$ cat src/rtl/axi4_ram_writer.sv
// AXI4 burst write master: fills a RAM window with zeros or a word-index pattern, one burst at a time.
// Optional ABORT_ON_ERR_EN: a non-OKAY BRESP ends the operation after the current burst.
module axi4_ram_writer #(
    parameter int              AW          = 32,
    parameter logic [AW-1:0]   BASE_ADDR   = '0,
    parameter int              RAM_BYTES   = 65536,
    parameter int              BURST_BEATS = 16
) (
    input  logic          clk,
    input  logic          resetn,
    input  logic          start_write,
    input  logic          clear,
    output logic          busy,
    output logic          done,
    output logic          error,
    output logic [AW-1:0] M_AXI_AWADDR,
    output logic [7:0]    M_AXI_AWLEN,
    output logic [2:0]    M_AXI_AWSIZE,
    output logic [1:0]    M_AXI_AWBURST,
    output logic          M_AXI_AWVALID,
    input  logic          M_AXI_AWREADY,
    output logic [31:0]   M_AXI_WDATA,
    output logic [3:0]    M_AXI_WSTRB,
    output logic          M_AXI_WLAST,
    output logic          M_AXI_WVALID,
    input  logic          M_AXI_WREADY,
    input  logic [1:0]    M_AXI_BRESP,
    input  logic          M_AXI_BVALID,
    output logic          M_AXI_BREADY
);
    localparam int            BURST_BYTES = BURST_BEATS * 4;
    localparam logic [AW-1:0] LAST_ADDR   = BASE_ADDR + AW'(RAM_BYTES - BURST_BYTES);
    localparam logic [8:0]    LAST_BEAT   = 9'(BURST_BEATS - 1);

    typedef enum logic [2:0] {IDLE, ADDR, DATA, RESP, DONE} state_t;

    state_t      state;
    logic        clear_q;
    logic [31:0] word_ctr;
    logic [8:0]  beat_ctr;
    logic        stop_op;

    assign M_AXI_AWLEN   = 8'(BURST_BEATS - 1);
    assign M_AXI_AWSIZE  = 3'b010;
    assign M_AXI_AWBURST = 2'b01;
    assign M_AXI_WSTRB   = 4'hF;

    // The final burst is recognised by its address, so no separate burst counter is kept.
`ifdef ABORT_ON_ERR_EN
    assign stop_op = (M_AXI_AWADDR == LAST_ADDR) || (M_AXI_BRESP != 2'b00);
`else
    assign stop_op = (M_AXI_AWADDR == LAST_ADDR);
`endif

    always_ff @(posedge clk or negedge resetn) begin
        if (!resetn) begin
            state         <= IDLE;
            busy          <= 1'b0;
            done          <= 1'b0;
            error         <= 1'b0;
            clear_q       <= 1'b0;
            word_ctr      <= '0;
            beat_ctr      <= '0;
            M_AXI_AWADDR  <= BASE_ADDR;
            M_AXI_AWVALID <= 1'b0;
            M_AXI_WDATA   <= '0;
            M_AXI_WLAST   <= 1'b0;
            M_AXI_WVALID  <= 1'b0;
            M_AXI_BREADY  <= 1'b0;
        end else begin
            done <= 1'b0;
            case (state)
                IDLE: begin
                    if (start_write) begin
                        clear_q      <= clear;
                        error        <= 1'b0;
                        word_ctr     <= '0;
                        beat_ctr     <= '0;
                        M_AXI_AWADDR <= BASE_ADDR;
                        busy         <= 1'b1;
                        state        <= ADDR;
                    end
                end
                ADDR: begin
                    if (!M_AXI_AWVALID) begin
                        M_AXI_AWVALID <= 1'b1;
                    end else if (M_AXI_AWREADY) begin
                        M_AXI_AWVALID <= 1'b0;
                        beat_ctr      <= '0;
                        state         <= DATA;
                    end
                end
                DATA: begin
                    // First cycle presents beat 0; afterwards each accepted beat preloads the next.
                    if (!M_AXI_WVALID) begin
                        M_AXI_WVALID <= 1'b1;
                        M_AXI_WDATA  <= clear_q ? 32'd0 : word_ctr;
                        M_AXI_WLAST  <= (beat_ctr == LAST_BEAT);
                    end else if (M_AXI_WREADY) begin
                        word_ctr <= word_ctr + 32'd1;
                        beat_ctr <= beat_ctr + 9'd1;
                        if (M_AXI_WLAST) begin
                            M_AXI_WVALID <= 1'b0;
                            M_AXI_WLAST  <= 1'b0;
                            state        <= RESP;
                        end else begin
                            M_AXI_WDATA <= clear_q ? 32'd0 : word_ctr + 32'd1;
                            M_AXI_WLAST <= ((beat_ctr + 9'd1) == LAST_BEAT);
                        end
                    end
                end
                RESP: begin
                    if (!M_AXI_BREADY) begin
                        M_AXI_BREADY <= 1'b1;
                    end else if (M_AXI_BVALID) begin
                        M_AXI_BREADY <= 1'b0;
                        if (M_AXI_BRESP != 2'b00)
                            error <= 1'b1;
                        if (stop_op) begin
                            busy  <= 1'b0;
                            done  <= 1'b1;
                            state <= DONE;
                        end else begin
                            M_AXI_AWADDR <= M_AXI_AWADDR + AW'(BURST_BYTES);
                            state        <= ADDR;
                        end
                    end
                end
                DONE: state <= IDLE;
                default: state <= IDLE;
            endcase
        end
    end
endmodule
$ cat config.mk
export PLATFORM = sky130hd
export DESIGN_NAME = axi4_ram_writer
export DESIGN_NICKNAME = d
export VERILOG_FILES = /design/src/rtl/axi4_ram_writer.sv
export SDC_FILE = /design/constraint.sdc
export NUM_CORES = 1
export LEC_CHECK = 0
export CORE_MARGIN = 10
export CORE_UTILIZATION = 54
export CTS_BUF_LIST = sky130_fd_sc_hd__clkbuf_4 sky130_fd_sc_hd__clkbuf_8 sky130_fd_sc_hd__clkbuf_16
export DETAILED_ROUTE_END_ITERATION = 12
export PLACE_DENSITY = 0.82
export SLEW_MARGIN = 20
export SYNTH_ARGS = -nofsm -noshare
export SYNTH_HDL_FRONTEND = slang
export SYNTH_SLANG_ARGS = --single-unit
$ cat constraint.sdc
create_clock -name clk -period 2.4 [get_ports clk]
set_input_delay 0.24 -clock clk [delete_from_list [all_inputs] [get_ports clk]]
set_output_delay 0.24 -clock clk [all_outputs]
set_load 0.05 [all_outputs]
==> results, run 1 <==
- The run finished with clean final reports.
- The count of cell types in the netlist is between 50 and 60.
- By area the synthesized netlist is led by sky130_fd_sc_hd__dfrtp_1 44%, sky130_fd_sc_hd__o21ai_0 7.2%, sky130_fd_sc_hd__nand2_1 5.1%, sky130_fd_sc_hd__xor2_1 4.4%, sky130_fd_sc_hd__nand4_1 4.3%.
- Counting flops with a built-in enable in the synthesized netlist gives 0.
- The maximum clock rate is 0.467 GHz.
- The most instantiated flip-flop cell in the synthesis netlist is sky130_fd_sc_hd__dfrtp_1.
- Of the total power, the clock network draws 27.5%.
- The initial DRC count is 461.
- The worst reg-to-reg path cell count is 6.
- The total number of H-tree levels is 3.
- The number of clock sinks seen by CTS is 110.
- The number of pins exceeding their max-slew limit in the final report is 0.
- The average cell area after synthesis is 8.68 sq um.
- The chip height is 127 um.
- Of the total power, the share spent switching nets is 39.4%.
- The worst path needs between 2000 and 2500 ps of the cycle, external delays included.
- Wires add up to 16.0 mm.
- Of all flip-flops after synthesis, the portion carrying an async set or reset was 100%.
- The wire length of the first global-routing pass is 27.3 mm.
- The internal power is ~3.2 mW.
- Routability-driven placement finished with a final weighted congestion of 0.942.
- The tool flagged a number of max-cap violations equal to 0.
- The mean routed wirelength per cell is 17.2 um.
- The most common cell after layout, fill and taps aside is sky130_fd_sc_hd__dfrtp_1.
- The placeable core region is 11300 sq um.
- Per report_power, the sequential group accounts for 41.1% of the total.
- The cell family with the largest share of critical-path delay is simple AND/OR/NAND/NOR gates.
- Global routing consumed, over all layers together, between 10% and 20% of the routing resources.
- The analysis attributes to net switching a power of 2.08 mW.
- After clock tree synthesis, the clock-pin slew on the worst setup and hold paths is 80 ps.
- The number of nets still failing antenna checks after routing is 0.
- The overflow left after global routing is 0.
- The root buffer cell chosen for the clock tree is sky130_fd_sc_hd__clkbuf_16.
- For the worst setup path, the data required time is between 2000 and 3000 ps.
- In this run the power density over the cells is 717 nW/um^2.
- Setup slack closes at 257 ps.
- In this run the critical register-to-register path is launched from state[1]$_DFFE_PN0P_.
- The warning count from the yosys run is 0.
- The detailed placement HPWL is 11.3 mm.
- The library cells used most frequently in the layout, excluding fill and tap cells, are 110 x sky130_fd_sc_hd__dfrtp_1, 88 x sky130_fd_sc_hd__o21ai_0, 84 x sky130_fd_sc_hd__nand2_1, 71 x sky130_fd_sc_hd__clkdlybuf4s50_1, 43 x sky130_fd_sc_hd__nand4_1.
- At the later pin of the worst-skew pair, clock insertion delay measures roughly 360 ps.
- The static leakage is just over 3 nW.
- Summing all non-filler instances in the final layout gives an area of 7380 sq um.
- The largest stage delay on the critical path is roughly 500 ps.
- The startpoint identified for the worst hold timing path is clear.
- The post-detailed-placement cell area is 7090 sq um.
- The first detailed-routing pass ran for 6 iterations.
- The number of remaining DRC errors is 0.
- The synthesized netlist devotes between 20% and 30% of its cell area to simple gates.
- In the routed layout, each cell is associated on average with a via count of 6.14.
- The critical path is of the reg -> reg type.
- The TritonCTS clock tree is yes.
- Once the clock tree was built, the resizer swapped 0 gates to a different size.
- The number of placement rows is 39.
- The worst slew margin relative to its limit is 51.5%.
- The number of inserted diodes is 0.
- Hold timing on the final database bottoms out at a slack of between 400 and 500 ps.
- The critical path goes through or3b_4 > a2111oi_4 > buf_4 > nand3_2 > or4_1 > nand2_1.
- The floorplan die width is roughly 130 um.
- The post-synthesis instance area is about 6200 sq um.
- The area fraction of the dominant cell type after synthesis is 44.4%.
- sky130_fd_sc_hd__dfrtp_1 takes more of the synthesized area than any other cell.
- In this run the tool buffered the top-level ports with 73 buffer cells.
- The period utilization is between 80% and 90%.
- Between clock sinks in the finished design, the worst skew comes to 10.5 ps.
- The number of placed instances, taps included, is 910.
- Entering global routing, the biggest net connects 57 pins.
- The die covers 16200 sq um.
- The synthesized design contains 110 register bits.
- Setup violations remaining at the end of the flow were counted as 0.
- Combinational cells account for 31.4% of the total power.
- The area growth from synthesis to layout is 19.0%.
- The largest fanout on the critical path is 9.
- The layout cell share with drive strength beyond 1 is approximately 7.7%.
- Counting the buffers created by CTS gives 9.
- The initial antenna violation count came to 0.
- The portion of netlist area occupied by mux cells is 0.343%.
- The endpoint of the worst-slack reg-to-reg timing path is M_AXI_AWADDR[31]$_DFFE_PN0P_.
- Setup repair after global routing left no endpoint under its margin.
- For this configuration, the core starts out at a cell density of between 50 and 60%.
- The worst setup path is captured at a flip-flop.
- The number of buffer and inverter instances along the worst setup path is 1.
- For the pin with the worst max-slew slack, the measured transition is 728 ps.
- The maximum count of clock buffers along a single path is 2.
- The arrival time of the worst setup path is 2430 ps.
- The detailed router placed 5693 vias in this run.
- The main combinational cell family by area after synthesis is simple AND/OR/NAND/NOR gates.
- The slowest stage of the critical path is the sky130_fd_sc_hd__or4_1 cell.
- The worst setup path is launched from a flip-flop.
- The via count of the first global-routing pass came to roughly 5600.
- The share of the synthesized area in compound gates (AO/OA/AOI/OAI) is 17.2%.
- For this run, the post-layout net count is 792.
- The layout filler cell count is between 900 and 1000.
- The non-filler instance count after layout is between 900 and 1000.
- The worst hold path passes through 3 cells.
- The count of endpoints failing hold in the final timing report came to 0.
- The placement-stage worst setup slack is -37.3 ps.
- Sequential elements use 44.4% of the synthesized area.
- Pin placement for this block handled 97 I/O pins.
- Across the VDD grid, the largest voltage drop is between 0.7 and 0.8 mV.
- The worst hold path endpoint is clear_q$_DFFE_PN0P_.
- In the synthesized netlist, the number of instances is between 700 and 800.
- The tightest min-delay check is of the in -> reg type.
- Summing the areas of all fa, ha and maj instances in the mapped netlist gives 0.807% of the synthesized area.
- Of the total synthesized cell area, the portion taken by XOR and XNOR cells is 5.65%.
- The setup slack of the worst register-to-register path is 260 ps.
[metal layers]
metal	track usage [%]	share of wire [%]
met5	0	0
met4	8.71	2.0
met3	5.25	8.8
met2	32.4	49
met1	24.2	40
[synthesized netlist by cell type, types with 2 or more instances]
cell and n:
sky130_fd_sc_hd__xnor2_1 9, sky130_fd_sc_hd__a41oi_1 2, sky130_fd_sc_hd__clkbuf_1 40, sky130_fd_sc_hd__a22o_1 2, sky130_fd_sc_hd__ha_1 4, sky130_fd_sc_hd__inv_1 10
sky130_fd_sc_hd__a21o_1 6, sky130_fd_sc_hd__o41ai_1 3, sky130_fd_sc_hd__buf_2 4, sky130_fd_sc_hd__nand2_1 84, sky130_fd_sc_hd__or2_2 3, sky130_fd_sc_hd__o311ai_0 3
sky130_fd_sc_hd__a31oi_1 7, sky130_fd_sc_hd__nand3_1 37, sky130_fd_sc_hd__buf_4 23, sky130_fd_sc_hd__buf_1 4, sky130_fd_sc_hd__o31ai_1 20, sky130_fd_sc_hd__nor2b_1 4
sky130_fd_sc_hd__nor3_1 13, sky130_fd_sc_hd__and2_1 9, sky130_fd_sc_hd__nand3b_1 2, sky130_fd_sc_hd__o21ai_0 89, sky130_fd_sc_hd__nand4_1 43, sky130_fd_sc_hd__dfrtp_1 110
sky130_fd_sc_hd__a21oi_1 31, sky130_fd_sc_hd__nor4_1 9, sky130_fd_sc_hd__or4_1 3, sky130_fd_sc_hd__xor2_1 31, sky130_fd_sc_hd__or3_1 16, sky130_fd_sc_hd__and3_1 18
sky130_fd_sc_hd__conb_1 2, sky130_fd_sc_hd__o211ai_1 6, sky130_fd_sc_hd__nand2b_1 3, sky130_fd_sc_hd__nor2_1 37, sky130_fd_sc_hd__nor3b_2 2, sky130_fd_sc_hd__and4_1 8
[timing repair]
item | 4_1_cts | 5_1_grt
hold buffers | 1 | 0
hold endpoints to repair | 54 | 0
setup buffers | 0 | 0
[power by group through the flow]
stage	combinational [mW]	sequential [mW]	clock (mW)
after floorplan	0.921	2.39	0
after CTS	1.66	2.18	1.47
after detailed placement	1.65	2.21	0
final	1.66	2.18	1.45
after global routing	1.81	2.20	1.55
after global placement	1.61	2.20	0
[per-stage QoR]
step,TNS (ps),power [mW],utilization [%]
after global routing,0,5.56,65.2
final,0,5.30,65.2
after CTS,0,5.31,65.2
after detailed placement,-37.3,3.85,62.6
after floorplan,0,3.31,-
after global placement,-2.67,3.81,62.6
[worst max path at each step]
stage / to / cells after the start / startpoint / slack, ps
finish: M_AXI_AWADDR[31]$_DFFE_PN0P_ / 6 / state[1]$_DFFE_PN0P_ / 260
global route: M_AXI_AWADDR[18]$_DFFE_PN0P_ / 6 / M_AXI_AWADDR[6]$_DFFE_PN0P_ / 100
CTS: M_AXI_AWADDR[31]$_DFFE_PN0P_ / 6 / state[1]$_DFFE_PN0P_ / 280
detailed placement: M_AXI_AWADDR[31]$_DFFE_PN0P_ / 7 / start_write / -40
global placement: M_AXI_AWADDR[31]$_DFFE_PN0P_ / 7 / start_write / -3
floorplan: M_AXI_AWADDR[10]$_DFFE_PN0P_ / 8 / M_AXI_AWADDR[6]$_DFFE_PN0P_ / 80
[cell type report]
class,count,area (sq um),area share [%]
well taps,143,179,2.42
clock inverters,7,58.8,0.796
inverters,10,37.5,0.508
multi-input cells,545,3140,42.5
flip-flops and latches,110,2750,37.3
repair buffers,103,991,13.4
clock buffers,9,225,3.05
[cells by family after synthesis]
family | count (synthesis)
AND/OR/NAND/NOR | 298
AO/OA/AOI/OAI | 178
flip-flops | 110
buffers and inverters | 81
XOR/XNOR | 40
adder cells (fa/ha/maj) | 4
other | 2
multiplexers | 2
[registers in the layout (all words and copies together) (netlist names)]
signal and count:
M_AXI_WVALID 1, busy 1, M_AXI_AWADDR 26, state 3, error 1, M_AXI_BREADY 1, beat_ctr 9, done 1
M_AXI_WDATA 32, M_AXI_WLAST 1, clear_q 1, word_ctr 32, M_AXI_AWVALID 1
[worst min-delay path, stage by stage]
cell and delay (ps):
sky130_fd_sc_hd__clkdlybuf4s50_1 400, sky130_fd_sc_hd__nand2_1 60, sky130_fd_sc_hd__nand2_1 40
Power figures use the tool's default switching activity.
==> run 2, diff against run 1 <==
--- a/config.mk
+++ b/config.mk
@@ -9,7 +9,7 @@
 export CORE_UTILIZATION = 54
 export CTS_BUF_LIST = sky130_fd_sc_hd__clkbuf_4 sky130_fd_sc_hd__clkbuf_8 sky130_fd_sc_hd__clkbuf_16
 export DETAILED_ROUTE_END_ITERATION = 12
-export PLACE_DENSITY = 0.82
+export PLACE_DENSITY = 0.8
 export SLEW_MARGIN = 20
 export SYNTH_ARGS = -nofsm -noshare
 export SYNTH_HDL_FRONTEND = slang
==> results, run 2 (synthesis results as in run 1) <==
- The maximum clock rate is 0.470 GHz (+0.67%).
- The arrival time of the worst setup path is 2420 ps (about the same).
- The overflow left after global routing is 0 (unchanged).
- The latest clock arrival within the worst-skew pair was 350 ps (about the same).
- The initial DRC count is 468 (+1.5%).
- The initial core utilization was 54.8% (unchanged).
- The kind of critical path is reg -> reg.
- The pin count of the biggest net entering global routing was 49 (-14%).
- The register clock-pin slew on the reported worst setup and hold paths is 70 ps (about the same).
- Setup repair after global routing left no endpoint under its margin.
- The shortest clock period the worst path allows after layout is 2130 ps (-14.3 ps).
- The maximum count of clock buffers along a single path is 2 (unchanged).
- The layout cell share with drive strength beyond 1 is 7.90% (+0.25 points).
- The run finished with clean final reports.
- The worst reg-to-reg path cell count came to 6 (unchanged).
- The max-cap violation count is 0 (unchanged).
- TritonCTS built the clock tree.
- Broken down by cell family, the worst path's largest delay share belongs to simple AND/OR/NAND/NOR gates.
- The number of buffer and inverter instances along the worst setup path was 1 (unchanged).
- The endpoint kind of the worst setup timing path is a flip-flop.
- The share of total power in sequential cells is 39.8% (-1.3 points).
- The number of pins exceeding their max-slew limit in the final report is 0 (unchanged).
- The number of post-CTS setup repair buffers is 0 (unchanged).
- The count of pins on the block boundary is 97 (unchanged).
- The net switching component of the power is 2.03 mW (-2.7%).
- The total setup violations reported at the end of the flow was 0 (unchanged).
- The data required time at the worst endpoint is 2690 ps (about the same).
- The worst register-to-register path begins at state[1]$_DFFE_PN0P_.
- The root buffer cell is sky130_fd_sc_hd__clkbuf_16.
- The number of remaining DRC errors was 0 (unchanged).
- The worst slew margin relative to its limit is 53.3% (+1.9 points).
- The transition time at the pin with the least slew margin was 682 ps (-45.6 ps).
- The TritonCTS buffer count came to 9 (unchanged).
- The setup slack of the worst register-to-register path is 270 ps (about the same).
- The largest stage delay on the critical path is 490 ps (about the same).
- The overall fraction of global-route tracks in use was 19.5% (-0.38 points).
- The number of placement rows is 39 (unchanged).
- The detailed placement HPWL is 11.2 mm (-0.77%).
- The area growth from synthesis to layout is 19.6%.
- The worst register-to-register path ends at M_AXI_AWADDR[31]$_DFFE_PN0P_.
- The placeable core region is 11300 sq um (unchanged).
- The power density over the cells is 736 nW/um^2 (+2.6%).
- The number of clock sinks seen by CTS is 110 (unchanged).
- The share of the core filled with cells is 65.6% (+0.32 points).
- The wire length of the first global-routing pass was 26.7 mm (-2.1%).
- The number of inserted diodes is 0 (unchanged).
- The static leakage was 3.04 nW (+0.86%).
- The period utilization is 88.7% (-0.59 points).
- The worst hold margin is 413 ps (-13.4 ps).
- The initial antenna violation count is 0 (unchanged).
- Leaving out fill and tap cells, the most frequent cell in the layout is sky130_fd_sc_hd__dfrtp_1.
- Walking the worst path, the cells encountered are or3b_4 > a2111oi_4 > buf_4 > nand3_2 > or4_1 > nand2_1.
- The wire length after detailed routing is 15.7 mm (-1.4%).
- The internal power is 3.43 mW (+6.9%).
- The type of element launching the critical path is a flip-flop.
- The net total in the final layout is 793 (+0.13%).
- The largest fanout on the critical path is 9 (unchanged).
- The clock share of power is 29.7% (+2.2 points).
- The floorplan die width is 127 um (unchanged).
- Leaving out fill and tap cells, the most frequent cells in the layout are 110 x sky130_fd_sc_hd__dfrtp_1, 88 x sky130_fd_sc_hd__o21ai_0, 84 x sky130_fd_sc_hd__nand2_1, 71 x sky130_fd_sc_hd__clkdlybuf4s50_1, 43 x sky130_fd_sc_hd__nand4_1.
- The worst setup skew after layout is 7.10 ps (-3.41 ps).
- The area of the die came to 16200 sq um (unchanged).
- In this run the worst hold path is classified as in -> async.
- The number of nets still failing antenna checks after routing is 0 (unchanged).
- The number of I/O port buffers is 73 (unchanged).
- The net switching fraction of the power is 37.1% (-2.2 points).
- The chip height came to 127 um (unchanged).
- The slowest stage of the critical path belongs to the cell sky130_fd_sc_hd__or4_1.
- The number of iterations in the first detailed-routing pass is 5 (-1).
- The mean routed wirelength per cell was 17.0 um (-1.5%).
- The via count of the first global-routing pass is 5420 (-3.5%).
- The worst-case vdd ir drop is 0.495 mV (-34%).
- The via density per instance came to 6.06 (-1.4%).
- The weighted congestion reported at the end of routability-driven placement is 0.937 (-0.50%).
- The count of endpoints failing hold in the final timing report is 0 (unchanged).
- The total vias in the final route is 5622 (-1.2%).
- The combinational group share of total power is 30.5% (-0.9 points).
- The total number of H-tree levels came to 3 (unchanged).
- The largest registers in the layout are M_AXI_WDATA x32, word_ctr x32, M_AXI_AWADDR x26.
run 2: changes by cell type in the layout (fill, tap and decap cells not counted):
cell                         delta
sky130_fd_sc_hd__clkinvlp_4     -2
sky130_fd_sc_hd__clkinv_4       -1
sky130_fd_sc_hd__inv_6          -1
sky130_fd_sc_hd__and3_2         +1
sky130_fd_sc_hd__buf_12         -1
sky130_fd_sc_hd__and3_1         -1
sky130_fd_sc_hd__inv_8          -1
sky130_fd_sc_hd__clkinv_2       +2
sky130_fd_sc_hd__clkbuf_8       +1
sky130_fd_sc_hd__bufinv_16      +2
sky130_fd_sc_hd__buf_4          +2
run 2: how the worst max path moves through the flow:
| stage | from | end | slack (ps) | depth (start not counted) |
|---|---|---|---|---|
| 2_1_floorplan | M_AXI_AWADDR[6]$_DFFE_PN0P_ | M_AXI_AWADDR[10]$_DFFE_PN0P_ | 80 | 8 |
| 3_3_place_gp | start_write | M_AXI_AWADDR[31]$_DFFE_PN0P_ | -8 | 7 |
| 3_5_place_dp | start_write | M_AXI_AWADDR[31]$_DFFE_PN0P_ | -30 | 7 |
| 4_1_cts | word_ctr[0]$_DFFE_PN0P_ | word_ctr[26]$_DFFE_PN0P_ | 290 | 5 |
| 5_1_grt | word_ctr[0]$_DFFE_PN0P_ | word_ctr[26]$_DFFE_PN0P_ | 90 | 5 |
| 6_report | state[1]$_DFFE_PN0P_ | M_AXI_AWADDR[31]$_DFFE_PN0P_ | 270 | 6 |
run 2: cell type report:
class / instances / area, sq um
repair buffers: 104 / 986
multi-input cells: 545 / 3140
well taps: 143 / 179
flip-flops and latches: 110 / 2750
inverters: 10 / 37.5
fillers: 939 / 3900
clock buffers: 10 / 239
clock inverters: 6 / 85.1
run 2: metal layers:
layer  routed length (um)  global-route usage [%]  share of wire (%)  up-vias
li1                     -                       -                  -     2667
met1                 6630                    24.9                 42     2712
met2                 7530                    31.2                 48      219
met3                 1290                    4.84                8.2       24
met4                  296                    7.23                1.9        0
met5                    0                       0                  0        -
run 2: power groups by stage:
| stage | clock, mW | combinational [mW] | sequential (mW) |
|---|---|---|---|
| 6_report | 1.62 | 1.67 | 2.17 |
| 5_1_grt | 1.72 | 1.82 | 2.20 |
| 3_5_place_dp | 0 | 1.65 | 2.21 |
| 2_1_floorplan | 0 | 0.921 | 2.39 |
| 3_3_place_gp | 0 | 1.60 | 2.20 |
| 4_1_cts | 1.64 | 1.66 | 2.17 |
run 2: repair_timing:
action                     CTS  global route
resized for setup            0             1
setup endpoints to repair    0             1
hold endpoints to repair    40             0
hold buffers                 1             0
run 2: stage by stage:
stage	total power, mW	area [sq um]	instances	TNS, ps	setup WS (ps)
after floorplan	3.31	6280	736	0	79.6
after global placement	3.80	7090	911	-8.12	-8.12
after detailed placement	3.85	7090	911	-34.8	-34.8
after CTS	5.47	7420	928	0	286
after global routing	5.74	7420	928	0	92.8
final	5.46	7420	928	0	271
==> run 3, diff against run 2 <==
--- a/config.mk
+++ b/config.mk
@@ -6,9 +6,10 @@
 export NUM_CORES = 1
 export LEC_CHECK = 0
 export CORE_MARGIN = 10
-export CORE_UTILIZATION = 54
+export CORE_UTILIZATION = 64
 export CTS_BUF_LIST = sky130_fd_sc_hd__clkbuf_4 sky130_fd_sc_hd__clkbuf_8 sky130_fd_sc_hd__clkbuf_16
 export DETAILED_ROUTE_END_ITERATION = 12
+export DONT_BUFFER_PORTS = 1
 export PLACE_DENSITY = 0.8
 export SLEW_MARGIN = 20
 export SYNTH_ARGS = -nofsm -noshare
==> results, run 3 (synthesis results as in run 1) <==
- The placeable core region is 9330 sq um (-18%).
- The placement-stage worst setup slack came to 269 ps (+303 ps).
- The chip height is 118 um (-6.9%).
- The number of pins exceeding their max-slew limit in the final report is 0 (unchanged).
- The floorplan die width is 118 um (-6.9%).
- The number of clock sinks seen by CTS is 110 (unchanged).
- The layout cell share with drive strength beyond 1 is 10.7% (+2.8 points).
- The worst setup skew after layout was 13.7 ps (+6.63 ps).
- The worst hold margin was -449 ps (-863 ps).
- The worst-case vdd ir drop is 0.695 mV (+40%).
- The number of placement rows came to 35 (-10%).
- The total setup violations reported at the end of the flow came to 0 (unchanged).
- The combinational group share of total power is 29.4% (-1.1 points).
- The via count of the first global-routing pass is 5221 (-3.7%).
- The weighted congestion reported at the end of routability-driven placement is 0.905 (-3.4%).
- The setup slack of the worst register-to-register path is 200 ps (-70 ps).
- The worst slew margin relative to its limit is 58.2% (+4.8 points).
- The number of buffer and inverter instances along the worst setup path came to 0 (-1).
- The static leakage came to 2.84 nW (-6.5%).
- The final reports fail on negative hold slack.
- Setup repair after global routing left no endpoint under its margin.
- The number of cells after detailed placement is 843 (-7.5%).
- The total number of H-tree levels is 3 (unchanged).
- The post-cts sizing count was 0 (unchanged).
- The initial core utilization is 66.5% (+12 points).
- The register clock-pin slew on the reported worst setup and hold paths is 100 ps (+30 ps).
- The total vias in the final route was 5449 (-3.1%).
- The library cell used most frequently in the layout, excluding fill and tap cells, is sky130_fd_sc_hd__dfrtp_1.
- The transition time at the pin with the least slew margin came to 622 ps (-60.7 ps).
- The net total in the final layout is 739 (-6.8%).
- The power density over the cells is 731 nW/um^2 (-0.64%).
- The net switching fraction of the power is 38.1% (+0.99 points).
- Relative to the synthesized area, the layout overhead comes to 8.09%.
- The arrival time of the worst setup path came to 2480 ps (+60 ps).
- The share of total power in sequential cells is 45.3% (+5.5 points).
- The slowest stage of the critical path belongs to the cell sky130_fd_sc_hd__or3_1.
- The wire length after detailed routing is 15.3 mm (-3.0%).
- The number of inserted diodes is 0 (unchanged).
- The wire length of the first global-routing pass is 25.8 mm (-3.3%).
- The max-cap violation count came to 0 (unchanged).
- The pin count of the biggest net entering global routing was 111 (+130%).
- Leaving out fill and tap cells, the most frequent cells in the layout are 110 x sky130_fd_sc_hd__dfrtp_1, 88 x sky130_fd_sc_hd__o21ai_0, 84 x sky130_fd_sc_hd__nand2_1, 48 x sky130_fd_sc_hd__buf_4, 43 x sky130_fd_sc_hd__nand4_1.
- The TritonCTS buffer count is 9 (unchanged).
- The initial DRC count is 448 (-4.3%).
- The internal power was 3.03 mW (-12%).
- The initial antenna violation count is 0 (unchanged).
- The number of nets still failing antenna checks after routing came to 0 (unchanged).
- The mean routed wirelength per cell is 17.8 um (+4.8%).
- The count of pins on the block boundary is 97 (unchanged).
- The non-filler instance count after layout came to 859 (-7.4%).
- The number of post-CTS setup repair buffers is 0 (unchanged).
- The cell family contributing the most delay on the critical path is simple AND/OR/NAND/NOR gates.
- The critical path in this run is classified as reg -> reg.
- The count of endpoints failing hold in the final timing report is 110 (+110).
- The overall fraction of global-route tracks in use is 21.4% (+1.9 points).
- The critical path goes through ha_1 > nand4_1 > or3_1 > nor2_1 > nand3_1 > o21ai_0.
- The largest fanout on the critical path is 7 (-2).
- The clock share of power is 25.3% (-4.4 points).
- The maximum count of clock buffers along a single path is 2 (unchanged).
- The latest clock arrival within the worst-skew pair is 370 ps (+20 ps).
- The net switching component of the power is 1.87 mW (-7.8%).
- The worst setup path is captured at a flip-flop.
- The path class of the tightest hold or removal check is in -> async.
- The overflow left after global routing is 0 (unchanged).
- The period utilization is 91.6% (+2.9 points).
- The maximum clock rate is 0.455 GHz (-3.2%).
- The root buffer cell is sky130_fd_sc_hd__clkbuf_8.
- The detailed placement HPWL is 10.9 mm (-2.8%).
- The final critical-path setup slack is 201 ps (-70.6 ps).
- The shortest clock period the worst path allows after layout is 2200 ps (+70.6 ps).
- TritonCTS built the clock tree.
- The worst setup path is launched from a flip-flop.
- The number of I/O port buffers is 0 (-100%).
- The final sum of negative setup slack is 0 ps (unchanged).
- The number of remaining DRC errors is 0 (unchanged).
- The count of hold buffers inserted by post-cts repair is 1 (unchanged).
- The via density per instance is 6.34 (+4.7%).
- The flow ran to the end, but the final reports show violations.
- The data required time at the worst endpoint is 2680 ps (about the same).
- The largest stage delay on the critical path is 520 ps (+30 ps).
- The number of iterations in the first detailed-routing pass is 5 (unchanged).
- The area of the die is 14000 sq um (-13%).
- The largest registers in the layout are M_AXI_WDATA x32, word_ctr x32, M_AXI_AWADDR x26.
[run 3: cell type report]
class | instances | area (sq um)
Clock inverter | 3 | 68.8
Clock buffer | 12 | 153
Sequential cell | 110 | 2750
Tap cell | 129 | 161
Fill cell | 740 | 2620
Inverter | 10 | 37.5
Multi-Input combinational cell | 545 | 3140
Timing Repair Buffer | 50 | 390
[run 3: metrics by stage]
step	area [sq um]	power, mW	hold WS (ps)	util, %
finish	6710	4.90	-449	71.9
global route	6710	5.18	-475	71.9
CTS	6710	4.92	-459	71.9
detailed placement	6470	3.68	-51.6	69.4
global placement	6470	3.64	-51.2	69.4
floorplan	6280	3.31	-55.6	-
[run 3: final timing paths]
| check | from | endpoint | cells after the start |
|---|---|---|---|
| max | word_ctr[0]$_DFFE_PN0P_ | word_ctr[14]$_DFFE_PN0P_ | 6 |
| min | resetn | M_AXI_WDATA[2]$_DFFE_PN0P_ | 0 |
| max reg2reg | word_ctr[0]$_DFFE_PN0P_ | word_ctr[14]$_DFFE_PN0P_ | 6 |
| min reg2reg | word_ctr[31]$_DFFE_PN0P_ | word_ctr[31]$_DFFE_PN0P_ | 1 |
| max in group asynchronous | resetn | M_AXI_BREADY$_DFFE_PN0P_ | 0 |
| min in group clk | M_AXI_AWREADY | state[1]$_DFFE_PN0P_ | 2 |
[run 3: power groups by stage]
stage	logic, mW	clock network, mW	registers, mW
global placement	1.40	0	2.25
finish	1.44	1.24	2.22
CTS	1.44	1.26	2.22
floorplan	0.921	0	2.39
global route	1.58	1.36	2.24
detailed placement	1.43	0	2.25
[run 3: layer usage]
| metal | wire, um | global-route usage, % | share of wire (%) |
|---|---|---|---|
| met5 | 0 | 0 | 0 |
| met4 | 185 | 4.66 | 1.2 |
| met3 | 1640 | 6.95 | 11 |
| met2 | 7120 | 34.4 | 47 |
| met1 | 6330 | 27.5 | 41 |
